$ cat src/rtl/tdm_demux.sv
// tdm_demux: splits a round-robin TDM valid/ready stream into per-channel one-entry holding registers.
// Build macro TDM_DEMUX_ERR_CNT_EN adds a saturating 8-bit frame-error counter on port err_count.
module tdm_demux #(
   parameter int unsigned N_CH = 4,
   parameter int unsigned W    = 8,
   localparam int unsigned CW  = $clog2(N_CH)
) (
   input  logic              clk,
   input  logic              rst_n,
   input  logic              in_valid,
   output logic              in_ready,
   input  logic [W-1:0]      in_data,
   input  logic              in_sof,
   output logic [N_CH-1:0]   out_valid,
   input  logic [N_CH-1:0]   out_ready,
   output logic [N_CH*W-1:0] out_data,
   output logic [CW-1:0]     cur_ch,
   output logic              frame_err
`ifdef TDM_DEMUX_ERR_CNT_EN
   ,
   output logic [7:0]        err_count
`endif
);

   logic [CW-1:0]   cnt;
   logic [CW-1:0]   tgt;
   logic [N_CH-1:0] full;
   logic            accept;
   logic            wrap;

   // SOF always lands on channel 0, even when the counter disagrees
   assign tgt      = in_sof ? '0 : cnt;
   assign in_ready = !full[tgt] || out_ready[tgt];
   assign accept   = in_valid && in_ready;
   assign wrap     = (tgt == CW'(N_CH - 1));

   assign out_valid = full;
   assign cur_ch    = cnt;

   always_ff @(posedge clk or negedge rst_n) begin
      if (!rst_n) begin
         cnt       <= '0;
         frame_err <= 1'b0;
      end else begin
         frame_err <= accept && in_sof && (cnt != '0);
         if (accept) begin
            cnt <= wrap ? '0 : tgt + CW'(1);
         end
      end
   end

   // A write in the same cycle as a drain keeps the entry full
   always_ff @(posedge clk or negedge rst_n) begin
      if (!rst_n) begin
         full <= '0;
      end else begin
         for (int unsigned i = 0; i < N_CH; i++) begin
            if (accept && (tgt == CW'(i))) begin
               full[i] <= 1'b1;
            end else if (out_ready[i]) begin
               full[i] <= 1'b0;
            end
         end
      end
   end

   // Payload registers carry no reset; full qualifies them
   always_ff @(posedge clk) begin
      for (int unsigned i = 0; i < N_CH; i++) begin
         if (accept && (tgt == CW'(i))) begin
            out_data[i*W +: W] <= in_data;
         end
      end
   end

`ifdef TDM_DEMUX_ERR_CNT_EN
   always_ff @(posedge clk or negedge rst_n) begin
      if (!rst_n) begin
         err_count <= 8'd0;
      end else if (frame_err && (err_count != 8'hFF)) begin
         err_count <= err_count + 8'd1;
      end
   end
`endif

endmodule

$ cat config.mk
export PLATFORM = sky130hd
export DESIGN_NAME = tdm_demux
export DESIGN_NICKNAME = d
export VERILOG_FILES = /design/src/rtl/tdm_demux.sv
export SDC_FILE = /design/constraint.sdc
export NUM_CORES = 1
export LEC_CHECK = 0
export ABC_AREA = 1
export BUFFER_PORTS_ARGS = -buffer_cell sky130_fd_sc_hd__buf_4
export CORE_MARGIN = 2
export CORE_UTILIZATION = 42
export CTS_CLUSTER_SIZE = 16
export DETAILED_ROUTE_END_ITERATION = 16
export PLACE_DENSITY = 0.73
export RECOVER_POWER = 25
export SLEW_MARGIN = 20
export SYNTH_ARGS = -nofsm -noshare
export SYNTH_HDL_FRONTEND = slang
export SYNTH_SLANG_ARGS = --single-unit
$ cat constraint.sdc
create_clock -name clk -period 1.33 [get_ports clk]
set_input_delay 0.0665 -clock clk [delete_from_list [all_inputs] [get_ports clk]]
set_output_delay 0.0665 -clock clk [all_outputs]
set_load 0.01 [all_outputs]
# After elaboration in Yosys (flattened, before gate mapping)
# Index checks and enable logic that the tools add are counted.
# W data, S select, Z words.
dict set report classes {
  n_addsub 1
  n_lt_le_gt_ge 1
  n_eq_ne 3
  n_mux 14
  n_reduce_logical 15
}
# operator n
set op_table {}
lappend op_table {{$mux W1} 10}
lappend op_table {{$reduce_bool A2 Y1} 5}
lappend op_table {{$logic_and A1 B1 Y1} 7}
lappend op_table {{$bmux W1 S2} 2}
lappend op_table {{$eq A2 B2 Y1 const B} 2}
lappend op_table {{$mux W2} 2}
lappend op_table {{$lt A2 B3 Y1 const B} 1}
lappend op_table {{$add A2 B1 Y2 const B} 1}
lappend op_table {{$eq A2 B1 Y1 const B} 1}
lappend op_table {{$logic_not A2 Y1} 1}
lappend op_table {{$logic_not A1 Y1} 1}
lappend op_table {{$logic_or A1 B1 Y1} 1}
dict set report word_totals {
  regBits 39
}

# Longest topological paths before layout
dict set report logic_depth {
  word_depth 8
  mapped_depth 8
  ltp_nobuf 8
}

# Worst setup path after synthesis
# OpenSTA, ideal clock, no wires.
dict set report synth_path {
  path_type {register -> register}
  startpoint {reg cnt[0] (netlist: cur_ch[0])}
  endpoint {reg out_data[0] (enable)}
  setup_time_ps 324
  arrival_time_ps 1102
  slack_ps -96
  stages_incl_launch_ff 7
  synth_period_minus_slack_ps 1426
  cell_sequence {dfrtp_1 > inv_2 > nor2_4 > nand2_1 > nand3_4 > nand4_1 > inv_1}
}
dict set report synth_between {
  elab_chain_cells 7
  word_cells_on_any_way 10
  cone_classes {mux (5); reduce/logical (5)}
}
# item line
set synth_rtl {}
lappend synth_rtl {{start: declaration} 25} ;# logic [CW-1:0] cnt;
lappend synth_rtl {{start signal: assignment} 47} ;# cnt <= wrap ? '0 : tgt + CW'(1);
lappend synth_rtl {{$mux W2 (*)} 32} ;# assign tgt = in_sof ? '0 : cnt;
lappend synth_rtl {{$bmux W1 S2} 33} ;# assign in_ready = !full[tgt] || out_ready[tgt];
lappend synth_rtl {{$mux W1 (not written as such)} 33}
lappend synth_rtl {{$logic_not A1 Y1} 33}
lappend synth_rtl {{$logic_or A1 B1 Y1} 33}
lappend synth_rtl {{$logic_and A1 B1 Y1} 34} ;# assign accept = in_valid && in_ready;
lappend synth_rtl {{$logic_and A1 B1 Y1 (*)} 70} ;# if (accept && (tgt == CW'(i))) begin
lappend synth_rtl {{end signal: indexed assignment} 71} ;# out_data[i*W +: W] <= in_data;
lappend synth_rtl {{end: declaration} 16} ;# output logic [N_CH*W-1:0] out_data,
# Mark *: on every way between the ends. The rest lies on a longest branch, timed or not. The select of a mux whose other input is x is not followed.
# A chain may end at the register's enable or synchronous reset.

# Worst setup path after layout
dict set report layout_path {
  startpoint {reg cnt[0] (netlist: cur_ch[0])}
  endpoint {out in_ready}
}
dict set report layout_between {
  elab_chain_cells 5
  word_cells_on_any_way 7
  cone_classes {mux (5); reduce/logical (2)}
}
# item line
set layout_rtl {}
lappend layout_rtl {{$mux W2 (*)} 32}
lappend layout_rtl {{$bmux W1 S2} 33}
lappend layout_rtl {{$mux W1 (not written as such)} 33}
lappend layout_rtl {{$logic_not A1 Y1} 33}
lappend layout_rtl {{$logic_or A1 B1 Y1 (*)} 33}
lappend layout_rtl {{end: declaration} 11} ;# output logic in_ready,
# Marks and branches as above.

==> run_results.csv <==
group,metric,value,unit
clocking,cts_inserted_buffers,5,
setup_path,critical_path.n_buffers_inverters,3,
synth,syn_nets,107,
setup_path,startpoint_type,"flop",
setup_path,timing.critical_path.slowest_stage_cell,"dfrtp_2",
power,switching_share,28.5,%
synth,ys_seq_area_share,80.1,%
floorplan,chipWidth,62.1,um
synth,ys_top_cells_by_area,"edfxtp_1, dfrtp_1, ha_1",
synth,synth_async_sr_flop_share,17.9,%
drt,via_count,990,
timing,clock.fmax,656,MHz
layout,area_delta_synth_final,58.7,%
setup_path,critical_path.reg2reg.startpoint,"cur_ch[0]",
timing,final.setup_skew,0.0111,ns
clocking,htreeDepth,2,
synth,gate_count_after_technology_mapping,87,
setup_path,worst_path_most_repeated_cell,"buf_6",
setup_path,worst-path-stages,7,
power,leakagePower,1.03,nW
synth,synth_cell_type_count,16,
synth,synth_largest_type_area_fraction,67.7,%
power,clock_power_share,22.3,%
layout,seq_cell_area,0.00114,mm^2
setup_path,r2r_end,"out_data[18]",
power,cellPowerDensity,1550,mW/mm^2
setup_path,critical_path_arrival,1.46,ns
timing,rel_slew_slack,72.7,%
clocking,tritoncts,"built",
clocking,clock_pin_slew_on_the_worst_setup_and_hold_paths,0.11,ns
synth,flip_flop_and_latch_count_after_synthesis,39,
global_routing,gr-total-overflow,0,
clocking,root_buffer,"clkbuf_4",
timing,fin_worst_hold_slack,0.00592,ns
floorplan,die_h,62.1,um
clocking,clock_path_buffers,2,
drt,detail_route.iter0.violations,24,
place,dpl-instance-area,0.00194,mm^2
setup_path,timing.critical_path.max_delay_family,"flip-flops",
setup_path,r2r_slack,-0.17,ns
floorplan,placement_rows,21,
layout,fin_area,0.00225,mm^2
global_routing,maximum_number_of_pins_on_one_net_before_global_route_repair,14,
layout,fillerInstances,248,
synth,post_synth_instance_area,0.00142,mm^2
timing,hold_violations,0,
synth,post_synth_most_frequent_cells,"edfxtp_1, nand2_1, inv_1",
timing,tightestPinTransition,0.410,ns
floorplan,core_area,0.00328,mm^2
drt,route.antenna.remaining_nets,0,
setup_path,timing.critical_path.cells,"inv_2 -> nor2_4 -> nand2_2 -> nand3_4 -> buf_6 -> and2_4 -> buf_6",
setup_path,timing.reg2reg.worst_path_depth,7,
power,total_power,3.49,mW
setup_path,endpoint_required_time_on_the_critical_path,1.26,ns
layout,num_antenna_cells,0,
run,cap_viol_max_count,0,
place,post-dp-hpwl,2200,um
layout,finalCoreUtilization,68.6,%
synth,netlist.top_cell.by_area,"edfxtp_1",
setup_path,worstSetupPathType,"reg -> out",
timing,timing.final.crit_share,115,%
place,detailedPlace.worstSlack,-0.0944,ns
min_path,whs_endpoint,"out_valid[1]",
clocking,insertion_delay,0.34,ns
setup_path,worstSetupEndpointType,"output port",
power,vdd_ir_drop_max,0.932,mV
setup_path,max_stage_delay,0.47,ns
timing,finalCriticalPeriod,1.52,ns
timing,timing.final.max_slew_violations,0,
global_routing,antenna_violations_before_repair,0,
layout,drive_above_1_share,54.2,%
drt,drt_pre_antenna_iters,4,
power,relative_contribution_of_sequential_cells_to_total_power,46.0,%
place,gpl.final_weighted_congestion,0.879,
clocking,numClockSinks,39,
power,internal-power,2.50,mW
floorplan,io_pins,56,
synth,post-synth-top-count-cell,"edfxtp_1",
floorplan,initial_core_util,43.2,%
synth,synth-main-ff-cell,"edfxtp_1",
power,switching_power,0.995,mW
run_status,failed_checks,"setup timing",
run_status,status,"finished with violations",
layout,nets,198,
timing,setup_viol,33,
drt,avgRoutedWirePerCell,13.7,um
min_path,hold-path-cell-count,4,
place,place_inst,195,
place,number_of_buffers_inserted_by_port_buffering,55,
global_routing,grt_pass1_wl,5070,um
global_routing,first_global_vias,1059,
setup_path,worstPathMaxFanout,5,
synth,post_syn_area_per_cell,16.3,um^2
synth,ys_warn_count,0,
layout,combined_area_of_the_multi_input_logic_cells,268,um^2
min_path,hold_path.class,"in -> reg",
layout,finalNonFillerCells,225,
min_path,worst_hold_start,"out_ready[1]",
floorplan,die_area,0.00386,mm^2
timing,totalNegativeSetupSlack,-4.73,ns
synth,synth_edf_count,32,
global_routing,grt_use_total,17.0,%
timing,final.setup.worst_slack,-0.194,ns
drt,postRouteWirelength,3080,um
timing,rsz0062_at_grt,"yes",
drt,routed_via_density,4.40,
drt,remaining_drc_errors,0,
power,power_frac_comb,31.7,%
-- layout by cell type (no fill, tap or decap) --
| cell type | n |
|---|---|
| nand2_1 | 9 |
| nand3_1 | 1 |
| buf_4 | 62 |
| dlymetal6s4s_1 | 1 |
| inv_2 | 5 |
| clkbuf_4 | 5 |
| buf_6 | 4 |
| dfrtp_2 | 1 |
| nor2_1 | 1 |
| nand2_4 | 2 |
| nand3_4 | 2 |
| clkbuf_1 | 6 |
| dlygate4sd3_1 | 11 |
| ha_1 | 4 |
| bufinv_16 | 1 |
| and2_4 | 1 |
| nand4_1 | 6 |
| nand2_2 | 7 |
| dfrtp_1 | 6 |
| nor2_4 | 2 |
| edfxtp_1 | 32 |
| o21ai_0 | 1 |
| clkinv_4 | 1 |
| inv_1 | 4 |
| inv_4 | 3 |
| clkinv_2 | 1 |
-- cell families after synthesis --
| group | synth area share (%) |
|---|---|
| fa+ha+maj | 3.53 |
| buf+inv | 3.17 |
| compound gates | 0.352 |
| simple gates | 12.9 |
| flops | 80.1 |
-- flip-flops by register name (all words and copies together), names as in the netlist --
name       cells
frame_err      1
cur_ch         2
out_data      32
out_valid      4
-- worst max-delay path by stage --
stage	start	end
after floorplan	cur_ch[1]	out_data[16]
after global placement	cur_ch[0]	out_data[19]
after detailed placement	cur_ch[0]	out_data[19]
after CTS	cur_ch[0]	in_ready
after global routing	cur_ch[0]	in_ready
final	cur_ch[0]	in_ready
-- routing by layer --
metal  vias to the layer above  routed length [um]  part of all wire [%]  global-route usage, %
met5                         -                   0                     0                      0
met4                         0                  28                  0.91                   4.17
met3                         3                 236                   7.7                   5.43
met2                        43                1650                    54                   30.8
met1                       459                1160                    38                   19.7
li1                        485                   -                     -                      -
-- layout make-up --
cell class              instances  share of cell area (%)
flip-flops and latches         39                    50.5
repair buffers                 84                    29.1
multi-input cells              36                    11.9
well taps                      46                    2.56
inverters                      12                    2.33
clock inverters                 3                    1.94
clock buffers                   5                    1.67
-- tightest hold or removal path: cells and delay by family --
| kind | cells | cell delay [ns] |
|---|---|---|
| and+or+nand+nor | 2 | 0.14 |
| buffers and inverters | 2 | 0.11 |
-- power by group through the flow --
stage	registers [mW]	logic [mW]	clock network (mW)
CTS	1.61	1.09	0.797
detailed placement	1.63	0.890	0
global placement	1.63	0.867	0
floorplan	1.71	0.302	0
finish	1.61	1.11	0.778
global route	1.63	1.21	0.846
-- what timing repair did --
action / CTS / global route
pin swaps: 11 / 8
setup endpoints to repair: 33 / 39
endpoints found under the hold margin: 42 / 0
hold buffers: 12 / 0
resized for setup: 11 / 7
buffers inserted: 9 / 3
(Power assumes the default switching activity.)
